### config.mk
export PLATFORM = sky130hd
export DESIGN_NAME = char2bcd
export DESIGN_NICKNAME = d
export VERILOG_FILES = /design/src/rtl/char2bcd.sv
export SDC_FILE = /design/constraint.sdc
export NUM_CORES = 1
export LEC_CHECK = 0
export ABC_AREA = 1
export BUFFER_PORTS_ARGS = -buffer_cell sky130_fd_sc_hd__buf_2
export CAP_MARGIN = 40
export CORE_MARGIN = 2
export CORE_UTILIZATION = 52
export CTS_BUF_LIST = sky130_fd_sc_hd__clkbuf_16
export CTS_CLUSTER_DIAMETER = 40
export DETAILED_ROUTE_END_ITERATION = 10
export GPL_ROUTABILITY_DRIVEN = 0
export GPL_TIMING_DRIVEN = 0
export PLACE_DENSITY = 0.78
export REMOVE_ABC_BUFFERS = 1
export SYNTH_ARGS = -nofsm -noshare
export SYNTH_HDL_FRONTEND = slang
export SYNTH_SLANG_ARGS = --single-unit
### constraint.sdc
create_clock -name clk -period 1.78 [get_ports clk]
set_input_delay 0.178 -clock clk [delete_from_list [all_inputs] [get_ports clk]]
set_output_delay 0.178 -clock clk [all_outputs]
set_load 0.005 [all_outputs]
### src/rtl/char2bcd.sv
// char2bcd -- character-stream to sign + packed BCD parser.
//
// Accepts one display/ASCII character per ch_valid/ch_ready handshake and
// assembles an optionally signed decimal number of up to DIGITS digits.
// CR terminates the entry, and the result is held on sign/bcd/err until
// out_valid/out_ready completes. ESC aborts the current entry. Malformed
// entries are completed anyway and flagged with err.
//
// Ports:
//   clk        system clock, all state changes on the rising edge
//   reset      synchronous active-high reset
//   ch_valid   character present on ch
//   ch         character code (8 bits)
//   ch_ready   parser accepts ch this cycle (low while a result is held)
//   out_valid  result held on sign/bcd/err
//   out_ready  consumer takes the result
//   sign       1 = negative (never set for a zero result)
//   bcd        packed BCD, digit 0 in bits [3:0], right-justified
//   err        entry was malformed
module char2bcd #(
  parameter int DIGITS = 4
) (
  input  logic                  clk,
  input  logic                  reset,
  input  logic                  ch_valid,
  input  logic [7:0]            ch,
  output logic                  ch_ready,
  output logic                  out_valid,
  input  logic                  out_ready,
  output logic                  sign,
  output logic [4*DIGITS-1:0]   bcd,
  output logic                  err
);

  localparam int BW = 4 * DIGITS;
  localparam int CW = $clog2(DIGITS + 1);

  localparam logic [7:0] CH_MINUS = 8'h2D;
  localparam logic [7:0] CH_BLANK = 8'h20;
  localparam logic [7:0] CH_CR    = 8'h0D;
  localparam logic [7:0] CH_ESC   = 8'h1B;

  typedef enum logic [1:0] {
    S_IDLE,
    S_NUM,
    S_OUT
  } state_t;

  state_t          state_q, state_d;
  logic            neg_q,   neg_d;
  logic [BW-1:0]   acc_q,   acc_d;
  logic [CW-1:0]   cnt_q,   cnt_d;
  logic            errf_q,  errf_d;
  logic            sign_q,  sign_d;
  logic [BW-1:0]   bcd_q,   bcd_d;
  logic            err_q,   err_d;

  logic            take;
  logic            is_digit;
  logic [3:0]      digit;

  assign ch_ready  = (state_q != S_OUT);
  assign out_valid = (state_q == S_OUT);
  assign sign      = sign_q;
  assign bcd       = bcd_q;
  assign err       = err_q;

  assign take     = ch_valid && ch_ready;
  assign is_digit = (ch >= 8'h30) && (ch <= 8'h39);
  // For '0'..'9' the low nibble of the code is the digit value.
  assign digit    = ch[3:0];

  always_comb begin
    state_d = state_q;
    neg_d   = neg_q;
    acc_d   = acc_q;
    cnt_d   = cnt_q;
    errf_d  = errf_q;
    sign_d  = sign_q;
    bcd_d   = bcd_q;
    err_d   = err_q;

    unique case (state_q)
      S_IDLE: begin
        if (take) begin
          if (is_digit) begin
            acc_d   = BW'(digit);
            cnt_d   = CW'(1);
            state_d = S_NUM;
          end else if (ch == CH_MINUS) begin
            neg_d   = 1'b1;
            state_d = S_NUM;
          end else if (ch == CH_BLANK) begin
            // leading blanks are skipped
          end else if (ch == CH_CR) begin
            sign_d  = 1'b0;
            bcd_d   = '0;
            err_d   = errf_q;
            state_d = S_OUT;
          end else if (ch == CH_ESC) begin
            neg_d  = 1'b0;
            acc_d  = '0;
            cnt_d  = '0;
            errf_d = 1'b0;
          end else begin
            // An invalid first character still starts an entry so that
            // the error is reported when CR arrives.
            errf_d  = 1'b1;
            state_d = S_NUM;
          end
        end
      end

      S_NUM: begin
        if (take) begin
          if (is_digit) begin
            if (cnt_q < CW'(DIGITS)) begin
              acc_d = (acc_q << 4) | BW'(digit);
              cnt_d = cnt_q + CW'(1);
            end else begin
              errf_d = 1'b1;
            end
          end else if (ch == CH_CR) begin
            // Zero is never reported as negative.
            sign_d  = neg_q && (acc_q != '0);
            bcd_d   = acc_q;
            err_d   = errf_q;
            state_d = S_OUT;
          end else if (ch == CH_ESC) begin
            neg_d   = 1'b0;
            acc_d   = '0;
            cnt_d   = '0;
            errf_d  = 1'b0;
            state_d = S_IDLE;
          end else begin
            errf_d = 1'b1;
          end
        end
      end

      S_OUT: begin
        if (out_ready) begin
          neg_d   = 1'b0;
          acc_d   = '0;
          cnt_d   = '0;
          errf_d  = 1'b0;
          state_d = S_IDLE;
        end
      end

      default: begin
        state_d = S_IDLE;
      end
    endcase
  end

  always_ff @(posedge clk) begin
    if (reset) begin
      state_q <= S_IDLE;
      neg_q   <= 1'b0;
      acc_q   <= '0;
      cnt_q   <= '0;
      errf_q  <= 1'b0;
      sign_q  <= 1'b0;
      bcd_q   <= '0;
      err_q   <= 1'b0;
    end else begin
      state_q <= state_d;
      neg_q   <= neg_d;
      acc_q   <= acc_d;
      cnt_q   <= cnt_d;
      errf_q  <= errf_d;
      sign_q  <= sign_d;
      bcd_q   <= bcd_d;
      err_q   <= err_d;
    end
  end

endmodule

Word level (Yosys, flattened, before mapping)

Cells that the tools add are included.

Equal/unequal tests: 24
Magnitude comparators: 3
Mux-type cells: 80
Reduce and logical (&&, ||, !) cells: 13
Bitwise gates (word level): 1
Add/subtract/negate cells: 1

Operators with widths:

| kind                                                               | count |
|---|---|
| 2-to-1 mux 16 bit                                                  | 18 |
| case mux 16 bit (3 select lines)                                   | 1 |
| 2-to-1 mux 1 bit                                                   | 33 |
| case mux 16 bit (2 select lines)                                   | 1 |
| 2-to-1 mux 3 bit                                                   | 10 |
| AND reduction 7 bit                                                | 4 |
| 2-to-1 mux 2 bit                                                   | 11 |
| inequality test 2 bit (second input constant)                      | 9 |
| inequality test 3 bit (second input constant)                      | 6 |
| == test 8 x 6 -> 1 bit (second input constant)                     | 2 |
| OR 16 x 4 -> 16 bit                                                | 1 |
| nonzero test 16 bit                                                | 1 |
| case mux 3 bit (3 select lines)                                    | 1 |
| AND reduction 9 bit                                                | 1 |
| == test 8 x 4 -> 1 bit (second input constant)                     | 1 |
| == test 8 x 5 -> 1 bit (second input constant)                     | 1 |
| greater-or-equal comparator 8 x 6 -> 1 bit (second input constant) | 1 |
| <= comparator 8 x 6 -> 1 bit (second input constant)               | 1 |
| AND reduction 8 bit                                                | 1 |
| case mux 1 bit (3 select lines)                                    | 2 |
| case mux 2 bit (3 select lines)                                    | 1 |
| inequality test 5 bit (second input constant)                      | 1 |
| inequality test 4 bit (second input constant)                      | 1 |
| case mux 1 bit (2 select lines)                                    | 2 |
| 9 further kinds                                                    | 11 |

Logic and storage cells: 130
Input bits: 12
Output and inout bits: 20
Bits in registers: 41

Logic depth before layout (Yosys ltp)

Depth after elaboration: 8
Mapped depth: 13

Worst setup path after synthesis

Ideal clock, no wire load.

Path type: register to register
From: reg state_q[0]
To: reg acc_q[2]
Setup time: 0.128 ns
Stages on the path, launching flop included: 14
Data arrival time: 1.634 ns
Path buffers: 1
Path slack: 0.019 ns
Cell sequence: dfxtp_1 inv_1 ha_1 inv_1 nand2_2 nand2_1 nand2_1 nor2_4 nand3_4 buf_6 nand2_1 clkinv_1 nor2_1 nor2_1

Elaborated cells on any way between the ends: 14

RTL lines:

| item                                                                           | line | text |
|---|---|---|
| from (decl)                                                                    | 49   | `state_t state_q, state_d;` |
| from (signal assigned)                                                         | 168  | `state_q <= state_d;` |
| == test 2 bit *                                                                | -    |  |
| net out_valid                                                                  | 28   | `output logic out_valid,` |
| inequality test 2 x 1 -> 1 bit (no line) or nonzero test 3 bit (tied branches) | -    |  |
| AND reduction 7 bit (no line)                                                  | -    |  |
| to (signal assigned)                                                           | 161  | `acc_q <= '0;` |
| to (signal assigned)                                                           | 170  | `acc_q <= acc_d;` |
| to (decl)                                                                      | 51   | `logic [BW-1:0] acc_q, acc_d;` |

Mark *: on every way through the listed nets, which the timed path passes. The rest lies on a longest branch.
A chain may end at the register's enable or synchronous reset.

Final worst setup path

From: reg state_q[1]
To: reg acc_q[5]

Longest elaborated chain between the ends: 4
Elaborated cells on any way between the ends: 14

RTL lines:

| item                            | line | text |
|---|---|---|
| inequality test 2 bit           | 62   | `assign ch_ready = (state_q != S_OUT);` |
| logical AND 1 bit               | 68   | `assign take = ch_valid && ch_ready;` |
| inequality test 2 bit (no line) | -    |  |
| AND reduction 7 bit (no line)   | -    |  |

Several ways; a longest one is shown, not always the timed one.

==> results.json <==
{
  "synth_top_flop_cell": "dfxtp_1",
  "holdCritStartpoint": "ch[2]",
  "netlist.area_leader.share_pct": 33.1,
  "ioPinCount": 32,
  "yosysMostFrequentCell": "nand2_1",
  "rsz0062_at_grt": "true",
  "syn_inst": 404,
  "power_frac_comb_pct": 54.3,
  "wire_per_inst_um": 13.2,
  "final_nets": 462,
  "core_area_um2": 4660,
  "yosys.area.top_type": "dfxtp_1",
  "clkTransAtPathRegs_ns": 0.06,
  "worstSetupPathType": "flop to flop",
  "synthTopCellsByArea": "dfxtp_1 33%, nand2_1 17%, nor2_1 14%, inv_1 6.8%, o21ai_0 4.6%",
  "p_int_w": 0.00248,
  "p_sw_w": 0.00164,
  "worst_hold_path_type": "input port to flop",
  "grt_max_degree": 40,
  "grt_pass1_vias": 2269,
  "switching_share_pct": 39.7,
  "hold_viol": 0,
  "crit_path_max_fanout": 5,
  "grt_pass1_wl_um": 10100,
  "antenna_cells": 0,
  "cp-endpoint": "acc_q[5]",
  "dr_wl_met2_um": 3200,
  "via_count": 2609,
  "ys_async_sr_fraction_pct": 0,
  "wl_met3_um": 516,
  "power_density_nw_per_um2": 1340,
  "clock_tree.buffer_depth": 2,
  "synth.avg_cell_area_um2": 6.14,
  "tightest_slew_ns": 0.700,
  "power.leakage_nw": 1.53,
  "start_kind": "flop",
  "viasPerCell": 5.22,
  "routed_wl_um": 6620,
  "gr-total-overflow": 0,
  "crit_path_end_kind": "flop",
  "clockPowerShare_pct": 20.8,
  "crit_required_ns": 1.99,
  "rr_startpoint": "state_q[1]",
  "place_ws_ns": -0.548,
  "cts_max_level": 2,
  "ys_ff_latch": 41,
  "areaGrowthSynthToFinish_pct": 24.4,
  "cts-buffers-inserted": 5,
  "std_cell_rows": 25,
  "drv_slew": 0,
  "initial_core_util_pct": 53.2,
  "dpl.hpwl_um": 3470,
  "layout_setup_ws_ns": 0.00372,
  "ant_nets": 0,
  "clock.fmax_mhz": 563,
  "first_iter_violations": 229,
  "drcViolationCount": 0,
  "critPathLaunch": "state_q[1]",
  "clock_skew_ns": 0.00284,
  "status": "finished, final reports clean",
  "yosys_warnings": 0,
  "netlist_area_um2": 2480,
  "synth-seq-area-share_pct": 33.1,
  "setup_viol_count_final": 0,
  "synth_cell_types": 33,
  "firstDrtPassIters": 4,
  "post-route-min-period_ns": 1.78,
  "wl_met1_um": 2720,
  "cts_sinks": 41,
  "cts-root-buf": "clkbuf_16",
  "worst_r2r_endpoint": "acc_q[5]",
  "cts_tree": "yes",
  "max_slew_margin_pct": 53.3,
  "worstRegToRegCells": 12,
  "highest_layer": "met4",
  "drive_above_1_share_pct": 22.0,
  "ys_top_cells_by_count": "112 x nand2_1, 94 x nor2_1, 45 x inv_1, 41 x dfxtp_1, 23 x o21ai_0",
  "max_cap_violations": 0,
  "antenna_found_initial": 0,
  "peakVddDrop_mv": 0.697,
  "power_w": 0.00412,
  "reg2reg_slack_ns": 0.004,
  "synth-edff-count": 0,
  "fillers": 404,
  "timing.final.crit_share_pct": 99.8,
  "cts_hold_buf": 0,
  "p_seq_share_pct": 25.0,
  "cp_data_arrival_time_ns": 1.99,
  "grt.total_usage_pct": 24.1,
  "die_h_um": 73.1,
  "clock_latency_ns": 0.28,
  "die_x_um": 73.1,
  "portBuffers": 31,
  "dieArea_um2": 5340
}
## how the worst min path moves through the flow
| stage | endpoint | cells after the start |
|---|---|---|
| after floorplan | neg_q | 1 |
| after global placement | err | 2 |
| after detailed placement | err | 2 |
| after CTS | acc_q[2] | 5 |
| after global routing | acc_q[1] | 5 |
| final | acc_q[2] | 5 |
## worst max-delay path: stages (launching register included)
cell and delay, ns:
dfxtp_4 0.38, inv_4 0.05, ha_4 0.18, inv_4 0.07, nand2_2 0.05, nand2_2 0.08
nand2_4 0.07, nor2_4 0.14, nand4_4 0.20, clkbuf_16 0.22, nor2_1 0.11, nor2_1 0.05
nor2_1 0.09
## cells by family after synthesis
family	after synthesis	synth area share (%)
xor gates and xnor gates	1	0.353
AOI/OAI and AO/OA	36	7.56
adders and majority gates	5	2.52
buffers and inverters	70	12.0
and+or+nand+nor	251	44.5
DFF	41	33.1
## registers in the layout, indices dropped and copies added (netlist names)
| signal | flops |
|---|---|
| neg_q | 1 |
| sign | 1 |
| acc_q | 16 |
| cnt_q | 3 |
| errf_q | 1 |
| state_q | 2 |
| bcd | 16 |
| err | 1 |
## metrics by stage
stage / TNS (ns) / cell area (µm²) / std cells / hold WS, ns / utilization [%]
after global routing: -0.520 / 3090 / 500 / 0.353 / 66.2
final: 0 / 3090 / 500 / 0.329 / 66.2
after floorplan: -5.46 / 2390 / 388 / 0.247 / -
after CTS: 0 / 2940 / 492 / 0.329 / 63.0
after detailed placement: -20.07 / 2620 / 474 / 0.475 / 56.3
after global placement: -25.21 / 2610 / 473 / 0.464 / 56.0
## power groups by stage
stage               logic, W  clock network, W  registers (W)
floorplan           0.000839                 0        0.00101
global placement     0.00109                 0        0.00101
detailed placement   0.00111                 0        0.00102
CTS                  0.00176          0.000872        0.00101
global route         0.00237          0.000900        0.00103
finish               0.00224          0.000855        0.00103
## area by class of cell
class	instances	area (µm²)	share of cell area, %
Timing Repair Buffer	46	339	11.0
Sequential cell	41	828	26.8
Inverter	54	213	6.89
Multi-Input combinational cell	297	1500	48.6
Clock buffer	5	125	4.05
Clock inverter	3	12.5	0.405
Tap cell	54	67.6	2.19
## cells in the final DEF (no fill, tap or decap), drive strengths merged
master / instances
a21boi: 1
a21oi: 7
buf: 44
clkbuf: 7
clkinv: 5
dfxtp: 41
ha: 5
inv: 52
nand2: 118
nand3: 26
nand3b: 3
nand4: 3
nor2: 99
nor3: 3
nor4: 2
o21ai: 26
o21bai: 2
or2: 1
xor2: 1
## layer usage
| metal | track usage (%) | up-vias |
|---|---|---|
| li1 | - | 1322 |
| met1 | 30.0 | 1165 |
| met2 | 41.6 | 102 |
| met3 | 3.73 | 20 |
| met4 | 9.05 | 0 |
| met5 | 0 | - |
## timing repair
action	CTS	global route
resized for setup	14	23
hold endpoints to repair	0	0
pin swaps	7	7
gates cloned	4	3
endpoints found under the setup margin	41	38
buffers inserted	6	5
Note: power is estimated with default switching activity, not from simulation.
